## src/rtl/ysyx_23060096_imm_dec_stage.sv

```systemverilog
// Immediate-decode pipeline stage: classifies the RISC-V instruction format,
// forms the extended immediate, and registers the result behind a two-entry
// (main + skid) buffer with a valid/ready handshake.
module ysyx_23060096_imm_dec_stage #(
  parameter int XLEN   = 32,
  parameter bit CSR_EN = 1'b1
) (
  input  logic            clk,
  input  logic            rst,
  input  logic            flush,
  input  logic            in_valid,
  output logic            in_ready,
  input  logic [31:0]     in_inst,
  input  logic [XLEN-1:0] in_pc,
  output logic            out_valid,
  input  logic            out_ready,
  output logic [XLEN-1:0] out_imm,
  output logic [2:0]      out_fmt,
  output logic [XLEN-1:0] out_pc,
  output logic [31:0]     out_inst
);

  localparam logic [2:0] FmtI   = 3'b000;
  localparam logic [2:0] FmtU   = 3'b001;
  localparam logic [2:0] FmtS   = 3'b010;
  localparam logic [2:0] FmtB   = 3'b011;
  localparam logic [2:0] FmtJ   = 3'b100;
  localparam logic [2:0] FmtZ   = 3'b101;
  localparam logic [2:0] FmtR   = 3'b110;
  localparam logic [2:0] FmtIll = 3'b111;

  logic [6:0]      opcode;
  logic [31:0]     immI, immU, immS, immB, immJ;
  logic [XLEN-1:0] decImm;
  logic [2:0]      decFmt;

  logic            mainValid, skidValid;
  logic [XLEN-1:0] mainImm, skidImm;
  logic [2:0]      mainFmt, skidFmt;
  logic [XLEN-1:0] mainPc, skidPc;
  logic [31:0]     mainInst, skidInst;

  logic            accept, drain;

  assign opcode = in_inst[6:0];

  // 32-bit sign-extended forms; widened to XLEN by a signed size cast below.
  assign immI = {{20{in_inst[31]}}, in_inst[31:20]};
  assign immU = {in_inst[31:12], 12'b0};
  assign immS = {{20{in_inst[31]}}, in_inst[31:25], in_inst[11:7]};
  assign immB = {{20{in_inst[31]}}, in_inst[7], in_inst[30:25], in_inst[11:8], 1'b0};
  assign immJ = {{12{in_inst[31]}}, in_inst[19:12], in_inst[20], in_inst[30:21], 1'b0};

  // Format classification and immediate selection from the opcode.
  always_comb begin
    decFmt = FmtIll;
    decImm = '0;
    unique case (opcode)
      7'b0000011, 7'b0010011, 7'b1100111: begin
        decFmt = FmtI;
        decImm = XLEN'($signed(immI));
      end
      7'b0011011: begin
        if (XLEN == 64) begin
          decFmt = FmtI;
          decImm = XLEN'($signed(immI));
        end
      end
      7'b0110111, 7'b0010111: begin
        decFmt = FmtU;
        decImm = XLEN'($signed(immU));
      end
      7'b0100011: begin
        decFmt = FmtS;
        decImm = XLEN'($signed(immS));
      end
      7'b1100011: begin
        decFmt = FmtB;
        decImm = XLEN'($signed(immB));
      end
      7'b1101111: begin
        decFmt = FmtJ;
        decImm = XLEN'($signed(immJ));
      end
      7'b0110011: decFmt = FmtR;
      7'b0111011: begin
        if (XLEN == 64) decFmt = FmtR;
      end
      7'b1110011: begin
        // CSR addresses are unsigned, so the I-form field is zero-extended here.
        if (CSR_EN) begin
          if (in_inst[14]) begin
            decFmt = FmtZ;
            decImm = XLEN'(in_inst[19:15]);
          end else begin
            decFmt = FmtI;
            decImm = XLEN'(in_inst[31:20]);
          end
        end
      end
      default: ;
    endcase
  end

  // in_ready comes straight from the skid flag so it is a registered output.
  assign in_ready = !skidValid;
  assign accept   = in_valid && !skidValid && !flush;
  assign drain    = mainValid && out_ready;

  // Main/skid buffer update; a full skid can only coexist with a blocked input.
  always_ff @(posedge clk) begin
    if (rst) begin
      mainValid <= 1'b0;
      skidValid <= 1'b0;
      mainImm   <= '0;
      mainFmt   <= '0;
      mainPc    <= '0;
      mainInst  <= '0;
      skidImm   <= '0;
      skidFmt   <= '0;
      skidPc    <= '0;
      skidInst  <= '0;
    end else if (flush) begin
      mainValid <= 1'b0;
      skidValid <= 1'b0;
    end else if (drain) begin
      if (skidValid) begin
        mainImm   <= skidImm;
        mainFmt   <= skidFmt;
        mainPc    <= skidPc;
        mainInst  <= skidInst;
        skidValid <= 1'b0;
      end else if (accept) begin
        mainImm   <= decImm;
        mainFmt   <= decFmt;
        mainPc    <= in_pc;
        mainInst  <= in_inst;
      end else begin
        mainValid <= 1'b0;
      end
    end else if (accept) begin
      if (!mainValid) begin
        mainImm   <= decImm;
        mainFmt   <= decFmt;
        mainPc    <= in_pc;
        mainInst  <= in_inst;
        mainValid <= 1'b1;
      end else begin
        skidImm   <= decImm;
        skidFmt   <= decFmt;
        skidPc    <= in_pc;
        skidInst  <= in_inst;
        skidValid <= 1'b1;
      end
    end
  end

  assign out_valid = mainValid;
  assign out_imm   = mainImm;
  assign out_fmt   = mainFmt;
  assign out_pc    = mainPc;
  assign out_inst  = mainInst;

endmodule

```

## config.mk

```make
export PLATFORM = sky130hd
export DESIGN_NAME = ysyx_23060096_imm_dec_stage
export DESIGN_NICKNAME = d
export VERILOG_FILES = /design/src/rtl/ysyx_23060096_imm_dec_stage.sv
export SDC_FILE = /design/constraint.sdc
export NUM_CORES = 1
export LEC_CHECK = 0
export CORE_UTILIZATION = 40
export CTS_BUF_LIST = sky130_fd_sc_hd__clkbuf_4 sky130_fd_sc_hd__clkbuf_8
export CTS_CLUSTER_DIAMETER = 80
export CTS_CLUSTER_SIZE = 28
export DETAILED_ROUTE_END_ITERATION = 16
export GPL_TIMING_DRIVEN = 0
export HOLD_SLACK_MARGIN = 0.1
export PLACE_DENSITY_LB_ADDON = 0.05
export SYNTH_ARGS = -nofsm -noshare
export SYNTH_HDL_FRONTEND = slang
export SYNTH_SLANG_ARGS = --single-unit
```

## constraint.sdc

```tcl
create_clock -name clk -period 4.7 [get_ports clk]
set_input_delay 0.94 -clock clk [delete_from_list [all_inputs] [get_ports clk]]
set_output_delay 0.94 -clock clk [all_outputs]
set_load 0.02 [all_outputs]
```

# --- Word-level counts from Yosys, hierarchy flattened ---
# Cells that the tools add are included.
op_classes:
  bitwise: 2
  reduce_logical: 15
  n_eq_ne: 13
  n_mux: 28
ops:
  columns: ["op", "count"]
  rows:
  - ["$mux W32", 15]
  - ["$pmux W32 S6", 1]
  - ["$eq A7 B7 Y1 const B", 4]
  - ["$eq A7 B6 Y1 const B", 3]
  - ["$pmux W3 S7", 1]
  - ["$mux W3", 6]
  - ["$eq A7 B5 Y1 const B", 2]
  - ["$mux W12", 1]
  - ["$reduce_and A4 Y1", 2]
  - ["$eq A7 B2 Y1 const B", 1]
  - ["$reduce_or A3 Y1", 2]
  - ["$mux W1", 4]
  - ["$ne A2 B2 Y1 const B", 2]
  - ["$reduce_bool A2 Y1", 2]
  - ["$reduce_or A2 Y1", 2]
  - ["$logic_and A1 B1 Y1", 3]
  - ["$reduce_and A3 Y1", 1]
  - ["$logic_not A1 Y1", 2]
  - ["$ne A2 B1 Y1 const B", 1]
  - ["$not A1 Y1", 2]
  - ["$reduce_and A2 Y1", 1]
word_totals:
  register_bits: 200
  elab_cells: 68
  output_inout_bits: 101
  in_bits: 69

# --- Logic depth before layout (Yosys ltp) ---
logic_depth:
  word_depth: 6
  ltp_mapped: 8
  ltp_nobuf: 5

# --- Worst setup path after synthesis ---
# No wires, ideal clock.
synth_timing:
  kind: "input to register"
  start: "input port in_inst[2]"
  end: "register mainImm[14], in the netlist out_imm[14]"
  slack_ns: 2.339
  arrival_ns: 2.266
  setup_ns: 0.095
  t_required_ns: 4.605
  path_stages: 6
  n_path_buf: 1
  cell_sequence: "buf_2 > and4b_1 > or3b_1 > a21boi_1 > nor2_1 > a221oi_1"
synth_between:
  elab_chain_len: 6
  elab_cells_between_ends: 17
  classes_between: "9 x eq/ne; 6 x mux; 2 x reduce/logical"
synth_lines:
  columns: ["element", "line", "text"]
  rows:
  - ["start: declaration", "13", "input logic [31:0] in_inst,"]
  - ["$eq A7 B2 Y1, or another cell as far along", "58", "unique case (opcode)"]
  - ["$reduce_or A3 Y1 or $reduce_or A2 Y1 (tied branches)", "58", null]
  - ["$pmux W32 S6 (*)", "58", null]
  - ["$mux W32 (on tied branches)", "142, 133", null]
  - ["$mux W32 (on tied branches)", "141, 127", null]
  - ["$mux W32 (*)", "126", "end else if (drain) begin"]
  - ["end signal: assignment", "128", "mainImm <= skidImm;"]
  - ["end signal: assignment", "134", "mainImm <= decImm;"]
  - ["end signal: assignment", "143", "mainImm <= decImm;"]
  - ["end: declaration", "38", "logic [XLEN-1:0] mainImm, skidImm;"]
# Every way passes the cells marked *; elsewhere a longest branch is shown, timed or not. The select of a mux whose other input is x is not followed.
# A chain may end at the register's enable or synchronous reset.

# --- Worst setup path in the final report ---
layout_timing:
  start: "input port in_valid"
  end: "register mainInst[15], in the netlist out_inst[15]"
layout_between:
  elab_chain_len: 4
  elab_cells_between_ends: 5
  classes_between: "5 x reduce/logical"
layout_lines:
  columns: ["element", "line", "text"]
  rows:
  - ["start: declaration", "11", "input logic in_valid,"]
  - ["$logic_and A1 B1 Y1 (*) (2 in a row)", "107", "assign accept = in_valid && !skidValid && !flush;"]
  - ["$reduce_bool A2 Y1 (no line)", null, null]
  - ["$reduce_and A4 Y1 (no line) (*)", null, null]
  - ["end signal: assignment", "131", "mainInst <= skidInst;"]
  - ["end signal: assignment", "137", "mainInst <= in_inst;"]
  - ["end signal: assignment", "146", "mainInst <= in_inst;"]
  - ["end: declaration", "41", "logic [31:0] mainInst, skidInst;"]
# Every way passes the cells marked *; elsewhere a longest branch is shown, timed or not.

==> reports/metrics.cfg <==
[global_routing]
grt_max_degree = 18
grt-ovfl-total = 0
grtUsageTotal_pct = 24.86
grt_pass1_vias = 7500
antenna_found_initial = 0
grt_pass1_wl_um = 41460

[timing]
finalHoldViolCount = 0
worst_slew_pin_slew_ps = 948.9
period_minus_slack_ps = 3031
fin_tns_setup_ps = 0
fin_crit_sh_pct = 64.50
max_freq_ghz = 0.3299
final_max_slew_viol_count = 0
finalSetupViolations = 0
fin_skew_ps = 9.256
relSlewSlack_pct = 36.39
rsz0062_at_grt = false

[yosys]
synth_area_leaders = dfxtp_1 49%, nand2_1 15%, a311oi_1 6.9%, nor2_1 5.2%, a21oi_1 5.0%
async_reset_ff_share_pct = 0
yosysWarnings = 0
synth_cell_types = 45
ys_ff_latch = 200
yosysTopAreaCell = dfxtp_1
synth_ff_type = dfxtp_1
syn_avg_cell_area_um2 = 7.843
synth_enable_flop_cells = 0
yosysTopAreaCellShare_pct = 48.99
synthCells = 1042
synth-seq-area-share_pct = 48.99
syn_nets = 1111
synth_area_mm2 = 0.008173

[cts]
cts_root_buf = clkbuf_8
clock_latency_ps = 480
htree_levels = 4
clk_pin_slew_ps = 100
cts_buffer_depth = 2
clock-sinks = 200
ctsResizeCount = 0
tritoncts = built
cts_setup_buffers = 0
cts_hold_buffers = 0
cts_made_buffers = 17

[routing]
drt_iter0_drc = 666
drt-vias-per-instance = 5.296
wl_um = 25840
dr.pass1.iters = 5
vias = 7960
drc_errors = 0
ant_nets = 0
drt-wirelength-per-cell_um = 17.19

[die]
core_area_mm2 = 0.01972
initial_core_util_pct = 41.45
die_h_um = 144.9
pin_count = 170
die_area_mm2 = 0.02101
placementRows = 51
fp.dieW_um = 144.9

[worst_setup_path]
critical_path_arrival_ps = 3360
critical_path.top_delay_family = buffers and inverters
crit_top_cell = buf_2
critPathKind = in2reg
startpoint = in_valid
cp_slowest_cell = a211oi_4
reg2reg_from = skidValid
path_cells = clkdlybuf4s50_1, nand2b_1, buf_2, a211oi_4, buf_2, clkbuf_1, a311oi_1
critPathBufInv = 4
cp-end-kind = register
cp.required_ps = 5030
critPathLaunchType = input port
cp_max_fo = 10
max_stage_delay_ps = 650

[finish]
syn_to_final_growth_pct = 29.35
layout-drive-gt1-share_pct = 4.362
antennaDiodeCount = 0
most-common-layout-cells = 316 x nand2_1, 200 x dfxtp_1, 164 x clkdlybuf4s50_1
final_common_cell = nand2_1
nets = 1294
stdcell_area_mm2 = 0.01057

[power]
pwr-share-comb_pct = 14.2
leakage_nw = 3.564
peakVddDrop_mv = 0.2513
p_sw_share_pct = 27.56
seqPwrFrac_pct = 51.4
p_clk_share_pct = 34.3
switchingPower_uw = 961.7
power.density_mw_per_mm2 = 330.1
intPower_mw = 2.528

[job]
maxCapViolCount = 0

[place]
dpl-instance-area_mm2 = 0.01015
port_buffers = 164
routabilityCongestion = 0.8449
hpwl_um = 18710

[hold_path]
worstHoldStart = skidInst[5]
hold_path_class = reg2reg

[status]
run_status = finished, final reports clean

cells by family after synthesis:
family / Yosys count / share of synthesized area [%]
flops: 200 / 48.99
xor+xnor: 1 / 0.1072
mux: 1 / 0.1225
compound gates: 262 / 22.55
buf+inv: 100 / 4.884
simple gates: 478 / 23.35
path summary, 6_finish.rpt:
kind / to / slack (ps) / depth (start not counted)
max: out_inst[15] / 1670 / 7
min: skidInst[5] / 460 / 2
max reg2reg: out_inst[15] / 2130 / 6
min reg2reg: skidInst[5] / 460 / 2
cell usage after synthesis, types with 2 or more instances:
master and instances:
a21boi_1 2, clkbuf_1 75, nor4_1 4, a21oi_1 82, nor2_1 114, nand3_1 8, a211oi_1 35, nand3b_1 2
nand2_1 316, dfxtp_1 200, a22o_1 6, and3_1 2, nor4bb_1 2, nor3_1 17, o211a_1 2, a2111oi_0 2
a21o_1 3, nor3b_1 2, buf_2 16, nor2b_1 2, a311oi_1 64, inv_1 5, a221oi_1 27, o21ai_0 30
buf_1 3, nand2b_1 2
worst reg2reg max path: cells and delay by family, from the launching register on:
kind	cells	cell delay, ps
AO/OA/AOI/OAI	2	830
buffers and inverters	3	1050
AND/OR/NAND/NOR	1	160
flip-flops	1	380
metal layers:
| layer | track usage (%) | part of all wire, % | vias up |
|---|---|---|---|
| li1 | - | - | 3978 |
| met1 | 35.42 | 48 | 3725 |
| met2 | 38.92 | 45 | 236 |
| met3 | 4.057 | 5.6 | 21 |
| met4 | 6.064 | 1.1 | 0 |
| met5 | 0 | 0 | - |
per-stage QoR:
stage	setup slack [ps]	utilization, %	power, mW	instances	hold WS (ps)
finish	1669	53.61	3.489	1503	459.1
floorplan	2339	-	2.075	1042	436.6
detailed placement	1185	51.46	2.329	1471	446.5
global placement	1239	51.46	2.327	1471	441.8
CTS	1690	53.61	3.507	1503	460.4
global route	1569	53.61	3.628	1503	473.9
flip-flops by register name, indices dropped and copies added (netlist names):
| register | count |
|---|---|
| out_pc | 32 |
| skidValid | 1 |
| out_valid | 1 |
| out_fmt | 3 |
| skidPc | 32 |
| out_inst | 32 |
| out_imm | 32 |
| skidImm | 32 |
| skidInst | 32 |
| skidFmt | 3 |
power by group through the flow:
stage / logic (mW) / registers, mW / clock network, mW
floorplan: 0.179 / 1.90 / 0
global placement: 0.493 / 1.83 / 0
detailed placement: 0.496 / 1.83 / 0
CTS: 0.497 / 1.80 / 1.21
global route: 0.536 / 1.80 / 1.29
finish: 0.496 / 1.79 / 1.20
final cells by class:
type / instances / area [um2]
clock buffers: 19 / 255.2
clock inverters: 13 / 170.2
fillers: 1959 / 9146
multi-input cells: 742 / 3770
plain buffers: 95 / 380.4
well taps: 265 / 331.6
inverters: 5 / 18.77
flip-flops and latches: 200 / 4004
repair buffers: 164 / 1642
No activity file was read; power rests on OpenSTA's default activity.
